File: src/rtl/nco_sweep_controller_pkg.sv
// Shared definitions for the NCO sweep controller: FSM state encoding and default widths.
// Latency: n/a (types and constants only).
// Backpressure: n/a.
package nco_sweep_controller_pkg;

    localparam int PHASE_W_DEF = 32;  // 2^PHASE_W = one full rotation
    localparam int COUNT_W_DEF = 16;  // sweep step count width
    localparam int DWELL_W_DEF = 16;  // dwell length width, in i_adcClock cycles

    typedef enum logic {
        ST_IDLE  = 1'b0,
        ST_DWELL = 1'b1
    } state_t;

endpackage

File: src/rtl/nco_sweep_controller_dwell_timer.sv
// Loadable down-counter with a terminal-count flag; measures how long each sweep frequency is held.
// Latency: tc is high during the cycle the count register holds 1 (registered, no comb path from load).
// Backpressure: none; a load always wins over the decrement. The count stops at 0.
// Ports: i_adcClock/i_resetn clock and async active-low reset; i_load/i_value reload request and
//        value; o_tc terminal count (counter == 1).
module nco_dwell_timer
    import nco_sweep_controller_pkg::*;
#(
    parameter int W = DWELL_W_DEF
) (
    input  logic         i_adcClock,
    input  logic         i_resetn,
    input  logic         i_load,
    input  logic [W-1:0] i_value,
    output logic         o_tc
);

    logic [W-1:0] cnt_q;
    logic [W-1:0] cnt_d;

    always_comb begin
        cnt_d = cnt_q;
        if (i_load) begin
            cnt_d = i_value;
        end else if (cnt_q != '0) begin
            cnt_d = cnt_q - W'(1);
        end
    end

    always_ff @(posedge i_adcClock or negedge i_resetn) begin
        if (!i_resetn) begin
            cnt_q <= '0;
        end else begin
            cnt_q <= cnt_d;
        end
    end

    // Terminal count on 1 rather than 0: the value loaded equals the number of cycles held.
    assign o_tc = (cnt_q == W'(1));

endmodule

File: src/rtl/nco_sweep_controller.sv
// Sequences the NCO phase increment: fixed retunes or linear sweeps with per-step dwell and abort.
// Latency: a command is applied on its acceptance edge; each sweep frequency is held exactly dwell cycles.
// Backpressure: o_cmdReady is low only while a sweep is dwelling; in IDLE commands go back-to-back.
// Ports: i_adcClock/i_resetn clock and async active-low reset; i_cmdValid/o_cmdReady command handshake;
//        i_cmdSweep/Start/Step/Count/Dwell/PhaseClear command fields; i_abort stops a running sweep;
//        o_phaseDelta accumulator increment; o_phaseClear/o_stepStrobe/o_sweepDone 1-cycle pulses;
//        o_sweepActive high while dwelling.
module nco_sweep_controller
    import nco_sweep_controller_pkg::*;
#(
    parameter int PHASE_W = PHASE_W_DEF,
    parameter int COUNT_W = COUNT_W_DEF,
    parameter int DWELL_W = DWELL_W_DEF
) (
    input  logic               i_adcClock,
    input  logic               i_resetn,
    input  logic               i_cmdValid,
    output logic               o_cmdReady,
    input  logic               i_cmdSweep,
    input  logic [PHASE_W-1:0] i_cmdStart,
    input  logic [PHASE_W-1:0] i_cmdStep,
    input  logic [COUNT_W-1:0] i_cmdCount,
    input  logic [DWELL_W-1:0] i_cmdDwell,
    input  logic               i_cmdPhaseClear,
    input  logic               i_abort,
    output logic [PHASE_W-1:0] o_phaseDelta,
    output logic               o_phaseClear,
    output logic               o_stepStrobe,
    output logic               o_sweepActive,
    output logic               o_sweepDone
);

    state_t             state_q, state_d;
    logic [PHASE_W-1:0] phase_delta_q, phase_delta_d;
    logic [PHASE_W-1:0] step_q, step_d;
    logic [COUNT_W-1:0] steps_left_q, steps_left_d;
    logic [DWELL_W-1:0] dwell_q, dwell_d;
    logic               phase_clear_q, phase_clear_d;
    logic               step_strobe_q, step_strobe_d;
    logic               sweep_done_q, sweep_done_d;

    logic               cmd_accept;
    logic [DWELL_W-1:0] cmd_dwell_eff;
    logic               timer_load;
    logic [DWELL_W-1:0] timer_value;
    logic               timer_tc;

    assign o_cmdReady    = (state_q == ST_IDLE);
    assign cmd_accept    = i_cmdValid & o_cmdReady;
    // A zero dwell would never reach terminal count; hold such frequencies for one cycle instead.
    assign cmd_dwell_eff = (i_cmdDwell == '0) ? DWELL_W'(1) : i_cmdDwell;

    always_comb begin
        state_d       = state_q;
        phase_delta_d = phase_delta_q;
        step_d        = step_q;
        steps_left_d  = steps_left_q;
        dwell_d       = dwell_q;
        phase_clear_d = 1'b0;
        step_strobe_d = 1'b0;
        sweep_done_d  = 1'b0;
        timer_load    = 1'b0;
        timer_value   = dwell_q;

        case (state_q)
            ST_IDLE: begin
                // i_abort is meaningless here; a command in the same cycle is taken normally.
                if (cmd_accept) begin
                    phase_delta_d = i_cmdStart;
                    phase_clear_d = i_cmdPhaseClear;
                    // A zero-count sweep is just a retune and never leaves IDLE.
                    if (i_cmdSweep && (i_cmdCount != '0)) begin
                        state_d      = ST_DWELL;
                        step_d       = i_cmdStep;
                        steps_left_d = i_cmdCount;
                        dwell_d      = cmd_dwell_eff;
                        timer_load   = 1'b1;
                        timer_value  = cmd_dwell_eff;
                    end
                end
            end
            ST_DWELL: begin
                // Abort has priority over a step or completion falling due on the same edge.
                if (i_abort) begin
                    state_d = ST_IDLE;
                end else if (timer_tc) begin
                    if (steps_left_q != '0) begin
                        // Modular add: the signed step wraps around the full rotation.
                        phase_delta_d = phase_delta_q + step_q;
                        steps_left_d  = steps_left_q - COUNT_W'(1);
                        step_strobe_d = 1'b1;
                        timer_load    = 1'b1;
                    end else begin
                        state_d      = ST_IDLE;
                        sweep_done_d = 1'b1;
                    end
                end
            end
            default: state_d = ST_IDLE;
        endcase
    end

    always_ff @(posedge i_adcClock or negedge i_resetn) begin
        if (!i_resetn) begin
            state_q       <= ST_IDLE;
            phase_delta_q <= '0;
            step_q        <= '0;
            steps_left_q  <= '0;
            dwell_q       <= '0;
            phase_clear_q <= 1'b0;
            step_strobe_q <= 1'b0;
            sweep_done_q  <= 1'b0;
        end else begin
            state_q       <= state_d;
            phase_delta_q <= phase_delta_d;
            step_q        <= step_d;
            steps_left_q  <= steps_left_d;
            dwell_q       <= dwell_d;
            phase_clear_q <= phase_clear_d;
            step_strobe_q <= step_strobe_d;
            sweep_done_q  <= sweep_done_d;
        end
    end

    nco_dwell_timer #(
        .W (DWELL_W)
    ) u_dwell_timer (
        .i_adcClock (i_adcClock),
        .i_resetn   (i_resetn),
        .i_load     (timer_load),
        .i_value    (timer_value),
        .o_tc       (timer_tc)
    );

    assign o_phaseDelta  = phase_delta_q;
    assign o_phaseClear  = phase_clear_q;
    assign o_stepStrobe  = step_strobe_q;
    assign o_sweepActive = (state_q == ST_DWELL);
    assign o_sweepDone   = sweep_done_q;

endmodule

File: config.mk
export PLATFORM = sky130hd
export DESIGN_NAME = nco_sweep_controller
export DESIGN_NICKNAME = d
export VERILOG_FILES = /design/src/rtl/nco_sweep_controller_pkg.sv /design/src/rtl/nco_sweep_controller_dwell_timer.sv /design/src/rtl/nco_sweep_controller.sv
export SDC_FILE = /design/constraint.sdc
export NUM_CORES = 1
export LEC_CHECK = 0
export CORE_UTILIZATION = 48
export DETAILED_ROUTE_END_ITERATION = 12
export GPL_TIMING_DRIVEN = 0
export PLACE_DENSITY_LB_ADDON = 0.15
export SKIP_LAST_GASP = 1
export SLEW_MARGIN = 20
export SYNTH_ARGS = -nofsm -noshare
export SYNTH_HDL_FRONTEND = slang
export SYNTH_HIERARCHICAL = 1
export SYNTH_SLANG_ARGS = --single-unit
File: constraint.sdc
create_clock -name i_adcClock -period 2.7 [get_ports i_adcClock]
set_input_delay 0.54 -clock i_adcClock [delete_from_list [all_inputs] [get_ports i_adcClock]]
set_output_delay 0.54 -clock i_adcClock [all_outputs]
set_load 0.005 [all_outputs]
==> run metrics <==
routed wire length=~22000 um; root buf cell=clkbuf_16; PwrDens=961 nW/um^2; Post-route DRC=0; Port Buffer Count=138; WP data required=3050 ps; vias per cell=5.96; GRT Util Overall=around 29%; # rows=44; Initial Util=49.2%; Seq/Total Area, Yosys=around two fifths; Clock power frac=24.9%; Cell Int Power=just under 6 mW; outcome=finished with violations; wire per inst=19.4 um; DP HPWL=around 16000 um; Max rail drop VDD=572 uV; hold_buf cts=0; NetSw=~3.6 mW; total CTS buffers=17; startpoint types=register; Pleak=4.11 nW; Final Setup Violations=1; latest clock arrival within the worst-skew pair=420 ps; placed instance area=~9000 um^2; post-route ant nets=0; Synth Flop Type=dfrtp_1; failing checks=setup timing; final net count=roughly 1100; vias in the first global route=6634; Fillers=1137; Mapped Nets=around 900; chip height=124 um; WP data arrival=around 3000 ps; boundary pin count=139; Non-Filler Instances=1118; register share of total power=around 30%; Post-synth top cells=dfrtp_1 (116), a21oi_1 (68), nand2_1 (62), nor2_1 (56), mux2_2 (49); design area=9750 um^2; Setup WS pre-CTS=-782 ps; first-pass GRT wire length=34900 um; Ys Warns=6; synthesized instance count=748; H-tree levels=4; Clk pin slew, worst setup/hold paths=approximately 60 ps; Post-synth EDFFs=0; Yosys reg bits=116; final setup TNS=-6.79 ps; die area=15500 um^2; Period Utilization, post-route=100%; Hold WC Path Type=input port to asynchronous set/reset pin; Comb pwr share=between 40% and 50%; Die W=roughly 120 um; share of the synthesized area in the top cell type=40.4%; Worst-Margin Slew=789 ps; Reg2Reg Depth=11; Net Sw Frac=roughly two fifths; CTS tree=yes; global route overflow=0; Synth area leaders=dfrtp_1 (40%), mux2_2 (7.7%), ha_1 (6.1%); Worst Clk Skew=9.18 ps; initial antenna violation count=0; max_slew headroom=approximately 47%; # clock sinks=roughly 120; Critical Path Fanout Max=6; final worst slack=-6.79 ps; Worst setup EP type=register; mean post-synth cell area=9.60 um^2; Mapped Area=7180 um^2; crit path kind=register to register; # diodes=0; vias=6663; RD Place Congestion=between 0.9 and 1; worst r2r src=o_phaseDelta[16]; FF-to-FF End=o_phaseDelta[31]; clk buf depth=2; area leader, netlist=dfrtp_1; RSZ-0062 raised after global routing=yes; Post-synth ARST share=between 90% and 100%; FF-to-FF setup slack=-7 ps; Iter 0 DRT Violations=about 640; # placed instances=1071; max-cap violation count=0; Pins Over Slew Limit=0; final hold vios=0; clock period minus worst slack=2710 ps; most frequent cell after synthesis=dfrtp_1; drt first pass iters=5; core area=14600 um^2; PnR Total Power=between 9 and 10 mW; share of cells above drive strength 1=18.4%; Synth cell types=between 70 and 80; maximum number of pins on one net before global-route repair=80; Area growth syn-to-layout=35.8%; FMAX=0.369 GHz; post-layout util=66.9%; Hold WS=22.7 ps
[worst max path at each step]
| stage | startpoint | endpoint | slack (ps) | cells past startpoint |
|---|---|---|---|---|
| 3_3_place_gp | i_resetn | dwell_q[10] | -3420 | 1 |
| 6_report | o_phaseDelta[16] | o_phaseDelta[31] | -7 | 11 |
| 5_1_grt | o_phaseDelta[16] | o_phaseDelta[31] | -110 | 11 |
| 2_1_floorplan | u_dwell_timer/cnt_q[5] | u_dwell_timer/cnt_q[13] | 50 | 11 |
| 3_5_place_dp | i_cmdCount[5] | u_dwell_timer/cnt_q[13] | -780 | 8 |
| 4_1_cts | o_phaseDelta[1] | o_phaseDelta[31] | -2 | 10 |
[power by group through the flow]
stage                     combinational [mW]  clock [mW]  sequential [mW]
after detailed placement                3.80           0             2.73
after global routing                    4.70        2.45             2.81
after global placement                  3.71           0             2.71
after CTS                               3.99        2.36             2.71
after floorplan                         2.69           0             2.62
final                                   4.29        2.34             2.75
[timing repair]
| item | in CTS | in global routing |
|---|---|---|
| gates resized for setup | 22 | 41 |
| pin swaps | 9 | 9 |
| buffers inserted | 8 | 9 |
| endpoints found under the setup margin | 64 | 47 |
[worst max-delay path, stage by stage (launching register included)]
cell,delay [ps]
dfrtp_1,400
ha_1,300
buf_6,120
nand2_2,50
o211ai_1,310
a31oi_2,150
nand3b_4,190
o31ai_4,300
a2111o_1,190
nand4_1,100
or4_1,420
nand3b_1,100
[sequential cells by signal, summed over array words and instances (netlist names)]
signal and flops:
u_dwell_timer/cnt_q 16, dwell_q 16, o_sweepDone 1, steps_left_q 16, o_phaseClear 1, step_q 32
o_phaseDelta 32, o_stepStrobe 1, o_sweepActive 1
[layout make-up]
type | count | area [um^2] | share of cell area (%)
clock buffers | 20 | 457 | 4.68
clock inverters | 12 | 153 | 1.57
well taps | 184 | 230 | 2.36
inverters | 20 | 81.3 | 0.834
multi-input cells | 577 | 4210 | 43.2
flip-flops and latches | 116 | 2910 | 29.8
repair buffers | 156 | 1540 | 15.8
plain buffers | 33 | 175 | 1.80
[per-layer routing]
metal / global-route usage, % / wire length (um) / vias to the layer above
li1: - / - / 3122
met1: 38.2 / 9730 / 3266
met2: 46.5 / 10300 / 240
met3: 6.23 / 1190 / 35
met4: 8.43 / 449 / 0
met5: 0 / 0 / -
[cells in the final DEF (no fill, tap or decap), types with 17 or more instances in the layout]
master / count
inv_1: 17
nor2_1: 54
a21o_1: 18
xnor2_1: 17
o21ai_0: 43
clkdlybuf4s50_1: 137
dfrtp_1: 114
nand3_1: 26
clkbuf_16: 17
a21oi_1: 64
buf_4: 20
mux2_2: 49
nand2_1: 60
ha_1: 31
[cell families (layout without fill, tap and decap cells)]
| kind of cell | Yosys count | in the layout | share of synthesized area [%] |
|---|---|---|---|
| AO/OA/AOI/OAI | 210 | 210 | 18.7 |
| XOR/XNOR | 29 | 29 | 3.54 |
| adder cells (fa/ha/maj) | 36 | 36 | 6.37 |
| buffers and inverters | 55 | 241 | 3.22 |
| flip-flops | 116 | 116 | 40.4 |
| multiplexers | 63 | 63 | 9.63 |
| AND/OR/NAND/NOR | 239 | 239 | 18.2 |
No activity file was read; power rests on OpenSTA's default activity.
